$ cat config.mk
export PLATFORM = sky130hd
export DESIGN_NAME = pwm_output_stage
export DESIGN_NICKNAME = d
export VERILOG_FILES = /design/src/rtl/pwm_output_stage.sv
export SDC_FILE = /design/constraint.sdc
export NUM_CORES = 1
export LEC_CHECK = 0
export CAP_MARGIN = 20
export CORE_MARGIN = 3
export CORE_UTILIZATION = 44
export CTS_BUF_LIST = sky130_fd_sc_hd__clkbuf_8 sky130_fd_sc_hd__clkbuf_16
export DETAILED_ROUTE_END_ITERATION = 7
export PLACE_DENSITY = 0.86
export SYNTH_ARGS = -nofsm -noshare
export SYNTH_HDL_FRONTEND = slang
export SYNTH_SLANG_ARGS = --single-unit
$ cat constraint.sdc
create_clock -name clk -period 2.2 [get_ports clk]
set_clock_uncertainty 0.1 [all_clocks]
set_input_delay 0.66 -clock clk [delete_from_list [all_inputs] [get_ports clk]]
set_output_delay 0.66 -clock clk [all_outputs]
set_load 0.1 [all_outputs]
$ cat src/rtl/pwm_output_stage.sv
// pwm_output_stage: turns the SPI-written configuration registers into 16 output pins.
// Each pin is forced low, held statically high, or driven by one shared PWM waveform.
// A prescaler slows the 8-bit period counter. The duty value is shadowed and reloads only
// at a period boundary, so an SPI write in the middle of a period cannot cause a glitch.

module pwm_output_stage #(
    parameter int unsigned CLK_DIV = 10
) (
    input  logic        clk,
    input  logic        rst_n,
    input  logic [7:0]  en_reg_out_7_0,
    input  logic [7:0]  en_reg_out_15_8,
    input  logic [7:0]  en_reg_pwm_7_0,
    input  logic [7:0]  en_reg_pwm_15_8,
    input  logic [7:0]  pwm_duty_cycle,
    output logic [15:0] uo_pwm_out,
    output logic        pwm_period_start
);

    // A prescaler that divides by 1 still needs a 1-bit counter so that the port widths stay legal.
    localparam int unsigned PRESC_W = (CLK_DIV > 1) ? $clog2(CLK_DIV) : 1;
    localparam logic [PRESC_W-1:0] PRESC_MAX = PRESC_W'(CLK_DIV - 1);

    logic [PRESC_W-1:0] presc_cnt;
    logic               tick;
    logic [7:0]         pwm_cnt;
    logic [7:0]         duty_sh;
    logic               wrap;
    logic               pwm_sig;
    logic [15:0]        en_out;
    logic [15:0]        en_pwm;
    logic [15:0]        out_next;

    // Configuration registers arrive as byte halves. The inputs are already quasi-static in the clk domain.
    assign en_out = {en_reg_out_15_8, en_reg_out_7_0};
    assign en_pwm = {en_reg_pwm_15_8, en_reg_pwm_7_0};

    // Tick on the last prescaler state. When CLK_DIV is 1, the only state is 0, so tick is always high.
    always_comb begin
        tick = (presc_cnt == PRESC_MAX);
        wrap = tick & (pwm_cnt == 8'hFF);
    end

    // Prescaler: counts 0..CLK_DIV-1 and then wraps.
    always_ff @(posedge clk or negedge rst_n) begin
        if (!rst_n) begin
            presc_cnt <= '0;
        end else if (tick) begin
            presc_cnt <= '0;
        end else begin
            presc_cnt <= presc_cnt + 1'b1;
        end
    end

    // Period counter: advances once per tick and wraps naturally modulo 256.
    always_ff @(posedge clk or negedge rst_n) begin
        if (!rst_n) begin
            pwm_cnt <= 8'h00;
        end else if (tick) begin
            pwm_cnt <= pwm_cnt + 8'd1;
        end
    end

    // Shadow duty register plus boundary pulse. A duty write in the same cycle as the wrap is captured.
    always_ff @(posedge clk or negedge rst_n) begin
        if (!rst_n) begin
            duty_sh          <= 8'h00;
            pwm_period_start <= 1'b0;
        end else begin
            pwm_period_start <= wrap;
            if (wrap) begin
                duty_sh <= pwm_duty_cycle;
            end
        end
    end

    // Shared PWM level. 0xFF is special-cased so that full duty has no low count at all.
    always_comb begin
        pwm_sig = (duty_sh == 8'hFF) ? 1'b1 : (pwm_cnt < duty_sh);
    end

    // Per-pin mode select: disabled -> low, static mode -> high, PWM mode -> shared waveform.
    always_comb begin
        out_next = 16'h0000;
        for (int i = 0; i < 16; i++) begin
            if (en_out[i]) begin
                out_next[i] = en_pwm[i] ? pwm_sig : 1'b1;
            end
        end
    end

    // Output pins are registered every clk. Enable and mode changes are not deferred to the boundary.
    always_ff @(posedge clk or negedge rst_n) begin
        if (!rst_n) begin
            uo_pwm_out <= 16'h0000;
        end else begin
            uo_pwm_out <= out_next;
        end
    end

endmodule

==> results by group, run 1 <==
Status
  – Outcome: complete, no violations

Final layout
  – Post-route cell area: between 2000 and 3000 um^2
  – Area of the multi-input gates: 697 um^2
  – # fillers: 199
  – Layout Nets: 238
  – Register area: between 900 and 1000 um^2
  – Diodes inserted: 0
  – Area Overhead vs Synth: 56.1%
  – Share of layout cells above drive strength 1: around 28%

Clocking
  – Clock Pin Slew Worst Setup and Hold Paths: 0.07 ns
  – Inserted Clock Buffers: 5
  – Worst-Skew Late Latency: between 0.2 and 0.3 ns
  – Resized Gates After CTS: 0
  – Clk sink count: 37
  – CTS Hold Bufs: 0
  – Post CTS Setup Buffer Count: 0
  – CTS Buffer Depth: 2
  – CTS tree: built
  – Clock root cell: clkbuf_8
  – Clock H-tree levels: 2

Drt
  – Routed WL per cell: 16.8 um
  – First-pass detailed-route iteration total: 4
  – Via count: 1176
  – DRC: 0
  – Via density: 5.00
  – Routed WL: 3950 um
  – Initial drt markers: 48
  – Antenna-violating nets left: 0

STA
  – Period minus WS final: 1.99 ns
  – Final setup violating endpoints: 0
  – Total negative slack: 0 ns
  – RSZ-0062 raised after global routing: false
  – Max-slew violations: 0
  – Final hold violations: 0
  – Part of the cycle the worst path needs: 90.3%
  – Slew margin rel.: 69.6%
  – Worst-Margin Slew: about 0.46 ns
  – Fmax: 504 MHz

Setup path
  – CP Cell Sequence: ha_1, and4_1, o21ai_1, o32ai_2, buf_4, a21boi_0
  – CP Class: reg -> reg
  – Register-to-Register Path Depth: 6
  – CP endpoint kind: flop
  – Worst EP arrival: 2.04 ns
  – Slowest cell on the critical path: dfrtp_1
  – Worst path depth: 6
  – R2r setup slk: ~0.21 ns
  – CP Buf/Inv Count: 1
  – Crit path largest cell delay: about 0.42 ns
  – Delay-heaviest family, CP: compound AO/OA/AOI/OAI gates
  – CP Max Fanout: 16
  – Worst Path Required: 2.26 ns
  – Startpoint types: flop

Pwr
  – Comb pwr share: between 15 and 20%
  – Int Pwr: 0.00128 W
  – Pwr/cell area: 643 nW/um^2
  – Peak supply drop: 0.391 mV
  – Clock share of power: 41.2%
  – Psw: about 0.0004 W
  – Share of power burned in registers: between 40% and 50%
  – Switching Fraction: between 20% and 30%
  – Lkg Pwr: 1.18 nW

GRT
  – Vias in the first global route: 1349
  – Initial antenna violation count: 0
  – Tot GR Track Use: 19.7%
  – Largest net degree at the start of global routing: 38
  – Grt total ovfl: 0
  – First-pass GRT wire length: about 6300 um

Yosys
  – Top cells by area, synth: dfrtp_1 55%, a21boi_2 6.7%, mux2_2 6.7%
  – Ys Warns: 0
  – Syn_nets: 172
  – Post-synthesis sequential area ratio: 55.1%
  – Compound-gate portion of the synthesized area: 15.2%
  – Post-synthesis xor/xnor area fraction: roughly 4.2%
  – Yosys reg bits: 37
  – Syn Area/Cell: 13.8 um^2
  – Simple-gate area share of the yosys netlist: 8.87%
  – Synthesized cell area: 1680 um^2
  – Largest family of logic cells by synthesized area: compound AO/OA/AOI/OAI gates
  – Adder-Cell Fraction of Synth Area: 5.96%
  – Mux cell area share after synthesis: 7.30%
  – Synth Instances: roughly 120
  – Yosys top cell area share: 55.1%
  – Yosys top cell by area: dfrtp_1
  – Post-synthesis cell type count: 29

Flow run
  – Max Cap Viol: 0

Floorplan
  – Area of the core: 3490 um^2
  – Die width: between 60 and 70 um
  – Die H: 67.8 um
  – Initial Util: 48.0%
  – Die footprint: about 4600 um^2
  – Std-Cell Rows: 21
  – IO Pins: just under 60

Worst hold path
  – Worst Hold Class: reg -> reg
  – Hold depth: 1

Placement
  – RD Place Congestion: 0.820
  – Dpl cell area: 2490 um^2
  – Post-DP HPWL: 2950 um
  – Port buffer count: 58
[final cells by class]
class	instances	share of cell area, %
multi-input cells	74	26.6
clock inverters	3	2.48
flip-flops and latches	37	35.3
clock buffers	5	2.63
inverters	9	1.29
repair buffers	61	29.5
well taps	46	2.20
[layer usage]
layer	global-route usage, %	up-vias	part of all wire (%)
met5	0	-	0
met2	33.8	54	51
met3	9.65	6	10
li1	-	559	-
met4	8.44	0	1.7
met1	20.4	557	37
[placed cells by master, fill, tap and decap left out, types with 2 or more instances in the layout]
cell and instances:
a21boi_0 6, a21boi_2 10, a21oi_1 2, buf_12 17, buf_4 3, bufinv_16 2
clkbuf_8 5, clkdlybuf4s50_1 41, dfrtp_1 37, ha_1 8, inv_1 9, mux2_2 10
nand2_1 5, nand4_1 5, nor2_1 4, xnor2_1 5, xor2_1 3
[worst paths after layout]
kind	start	to
min in group asynchronous	rst_n	duty_sh[0]
worst min register to register	pwm_cnt[7]	pwm_cnt[7]
max in group asynchronous	rst_n	duty_sh[4]
worst max-delay path	pwm_cnt[6]	uo_pwm_out[0]
worst min-delay path	pwm_cnt[7]	pwm_cnt[7]
worst max register to register	pwm_cnt[6]	uo_pwm_out[0]
[cells by family (layout without fill, tap and decap cells)]
group	after synthesis	after routing
flip-flops	37	37
adder cells (fa/ha/maj)	8	8
AO/OA/AOI/OAI	26	26
XOR/XNOR	8	8
AND/OR/NAND/NOR	21	21
buffers and inverters	11	78
multiplexers	11	11
[state kept, by name, summed over array words and instances (netlist names)]
signal            count
uo_pwm_out           16
duty_sh               8
pwm_cnt               8
presc_cnt             4
pwm_period_start      1
[cell usage after synthesis]
| cell | instances |
|---|---|
| dfrtp_1 | 37 |
| a21boi_2 | 10 |
| mux2_2 | 10 |
| inv_1 | 9 |
| ha_1 | 8 |
| a21boi_0 | 6 |
| nand2_1 | 5 |
| nand4_1 | 5 |
| xnor2_1 | 5 |
| nor2_1 | 4 |
| xor2_1 | 3 |
| a21oi_1 | 2 |
| buf_6 | 2 |
| a2111oi_4 | 1 |
| a21o_1 | 1 |
| a22o_1 | 1 |
| a41o_1 | 1 |
| and3_1 | 1 |
| and4_1 | 1 |
| and4bb_1 | 1 |
| mux2i_1 | 1 |
| nand2b_4 | 1 |
| nand3_1 | 1 |
| nand3_4 | 1 |
| nor2_8 | 1 |
| o21a_1 | 1 |
| o21ai_0 | 1 |
| o21ai_1 | 1 |
| o32ai_2 | 1 |
[power by group through the flow]
stage / combinational, W / clock (W) / sequential [W]
CTS: 0.000286 / 0.000711 / 0.000709
global route: 0.000294 / 0.000730 / 0.000710
finish: 0.000283 / 0.000695 / 0.000709
detailed placement: 0.000284 / 0 / 0.000721
floorplan: 0.0000136 / 0 / 0.000824
global placement: 0.000279 / 0 / 0.000720
[metrics by stage]
step | total power (W) | hold WS (ns) | setup slack, ns | instances | utilization [%]
2_1_floorplan | 0.000837 | 0.264 | 0.392 | 122 | -
3_5_place_dp | 0.00100 | 0.406 | 0.287 | 227 | 71.2
4_1_cts | 0.00171 | 0.416 | 0.212 | 235 | 75.0
3_3_place_gp | 0.00100 | 0.382 | 0.373 | 227 | 71.2
5_1_grt | 0.00173 | 0.434 | 0.103 | 235 | 75.0
6_report | 0.00169 | 0.418 | 0.214 | 235 | 75.0
Note: power is estimated with default switching activity, not from simulation.
==> run 2, diff against run 1 <==
--- a/config.mk
+++ b/config.mk
@@ -14,3 +14,4 @@
 export SYNTH_ARGS = -nofsm -noshare
 export SYNTH_HDL_FRONTEND = slang
 export SYNTH_SLANG_ARGS = --single-unit
+export TNS_END_PERCENT = 50
==> results of run 2 <==
Same layout as run 1: the final DEF is identical, and so are final timing and power.
==> run 3, diff against run 2 <==
--- a/config.mk
+++ b/config.mk
@@ -10,6 +10,8 @@
 export CORE_UTILIZATION = 44
 export CTS_BUF_LIST = sky130_fd_sc_hd__clkbuf_8 sky130_fd_sc_hd__clkbuf_16
 export DETAILED_ROUTE_END_ITERATION = 7
+export GPL_ROUTABILITY_DRIVEN = 0
+export HOLD_SLACK_MARGIN = 0.12
 export PLACE_DENSITY = 0.86
 export SYNTH_ARGS = -nofsm -noshare
 export SYNTH_HDL_FRONTEND = slang
==> results by group, run 3 (same netlist as run 1, synthesis figures left out) <==
Clocking
  – Clock H-tree levels: 2 (unchanged)
  – Clock Pin Slew Worst Setup and Hold Paths: 0.07 ns (about the same)
  – Resized Gates After CTS: 0 (unchanged)
  – CTS Buffer Depth: 2 (unchanged)
  – Worst-Skew Late Latency: 0.29 ns (about the same)
  – CTS Hold Bufs: 0 (unchanged)
  – Clock root cell: clkbuf_8
  – Clk sink count: 37 (unchanged)
  – CTS tree: built
  – Inserted Clock Buffers: 5 (unchanged)
  – Post CTS Setup Buffer Count: 0 (unchanged)

Setup path
  – Startpoint types: flop
  – Reg2reg end: uo_pwm_out[5]
  – RR Startpoint: pwm_cnt[6]
  – Register-to-Register Path Depth: 6 (unchanged)
  – CP endpoint kind: flop
  – R2r setup slk: 0.17 ns (-0.05 ns)
  – Worst setup path startpoint: pwm_cnt[6]
  – Worst Path Required: 2.25 ns (about the same)
  – Worst Setup EP: uo_pwm_out[5]
  – CP Max Fanout: 16 (unchanged)
  – Worst EP arrival: 2.08 ns (+0.04 ns)
  – CP Class: reg -> reg

Floorplan
  – Die H: 67.8 um (unchanged)
  – IO Pins: 59 (unchanged)
  – Die footprint: 4590 um^2 (unchanged)
  – Std-Cell Rows: 21 (unchanged)
  – Die width: 67.8 um (unchanged)
  – Area of the core: 3490 um^2 (unchanged)
  – Initial Util: 48.0% (unchanged)

Placement
  – Pre-CTS setup slack: 0.237 ns (-0.0505 ns)
  – Port buffer count: 58 (unchanged)
  – Post-DP HPWL: 3020 um (+2.5%)

GRT
  – Initial antenna violation count: 0 (unchanged)
  – Largest net degree at the start of global routing: 38 (unchanged)
  – Tot GR Track Use: 18.7% (-1.1 points)
  – Vias in the first global route: 1355 (+0.44%)
  – First-pass GRT wire length: 6150 um (-2.5%)
  – Grt total ovfl: 0 (unchanged)

Pwr
  – Pwr/cell area: 613 nW/um^2 (-4.8%)
  – Lkg Pwr: 1.17 nW (-0.82%)
  – Peak supply drop: 0.540 mV (+38%)

Final layout
  – Diodes inserted: 0 (unchanged)
  – Top flop regs: uo_pwm_out x16, duty_sh x8, pwm_cnt x8
  – Most frequent cells in the layout: 41 x clkdlybuf4s50_1, 37 x dfrtp_1, 17 x buf_12
  – Commonest non-fill, non-tap cell in the layout: clkdlybuf4s50_1
  – Max reg flops: 16 (unchanged)
  – Area Overhead vs Synth: 54.6%
  – Share of layout cells above drive strength 1: 27.1% (-0.91 points)
  – Biggest register: uo_pwm_out
  – Layout Nets: 237 (-0.42%)

STA
  – Final hold violations: 0 (unchanged)
  – Worst-Margin Slew: 0.453 ns (-0.00368 ns)
  – Setup ws final: 0.166 ns (-0.0480 ns)
  – Part of the cycle the worst path needs: 92.4% (+2.2 points)
  – Final setup violating endpoints: 0 (unchanged)
  – Fmax: 492 MHz (-2.4%)
  – RSZ-0062 raised after global routing: false
  – Period minus WS final: 2.03 ns (+0.0480 ns)
  – Total negative slack: 0 ns (unchanged)
  – Max-slew violations: 0 (unchanged)
  – Slew margin rel.: 69.8% (+0.25 points)

Drt
  – First-pass detailed-route iteration total: 4 (unchanged)
  – Antenna-violating nets left: 0 (unchanged)
  – Routed WL: 3870 um (-1.8%)
  – DRC: 0 (unchanged)
  – Via count: 1207 (+2.6%)
  – Initial drt markers: 29 (-40%)
  – Routed WL per cell: 16.6 um (-1.4%)
  – Via density: 5.16 (+3.1%)

Status
  – Outcome: complete, no violations

Worst hold path
  – Worst Hold Class: reg -> reg

Flow run
  – Max Cap Viol: 0 (unchanged)
## run 3: cell type report
cell class / instances / area, um^2
Sequential cell: 37 / 926
Tap cell: 46 / 57.6
Clock inverter: 2 / 33.8
Clock buffer: 6 / 82.6
Multi-Input combinational cell: 74 / 697
Timing Repair Buffer: 60 / 766
Fill cell: 201 / 898
Inverter: 9 / 33.8
## run 3: critical path, cell delays in order (launching register included)
cell and delay, ns:
dfrtp_1 0.43, ha_1 0.35, and4_1 0.18, o21ai_1 0.08, o32ai_2 0.30, buf_4 0.30
a21boi_0 0.15
## run 3: worst min-delay path by stage
| stage | start | end | slack [ns] | depth (start not counted) |
|---|---|---|---|---|
| detailed placement | pwm_cnt[5] | pwm_cnt[5] | 0.40 | 1 |
| global route | pwm_cnt[5] | pwm_cnt[5] | 0.42 | 1 |
| floorplan | rst_n | duty_sh[0] | 0.26 | 0 |
| CTS | pwm_cnt[5] | pwm_cnt[5] | 0.41 | 1 |
| global placement | presc_cnt[0] | presc_cnt[0] | 0.38 | 1 |
| finish | pwm_cnt[5] | pwm_cnt[5] | 0.41 | 1 |
## run 3: power breakdown
part / internal [W] / switching [W] / leakage, nW
Combinational: 0.000132 / 0.000150 / 0.625
Sequential: 0.000695 / 0.0000130 / 0.486
Clock: 0.000365 / 0.000236 / 0.0626
## run 3: routing by layer
layer	track usage, %	part of all wire [%]
met5	0	0
met3	9.98	12
met1	18.7	35
met4	8.19	2.2
met2	32.0	51
## run 3: through the flow
step                      hold slack [ns]  instance area [um^2]  total power, W  util, %  cells
final                               0.406                  2600         0.00159     74.3    234
after detailed placement            0.398                  2480         0.00101     71.0    226
after floorplan                     0.264                  1680        0.000837        -    122
after CTS                           0.410                  2600         0.00160     74.3    234
after global placement              0.383                  2480         0.00100     71.0    226
after global routing                0.423                  2600         0.00163     74.3    234
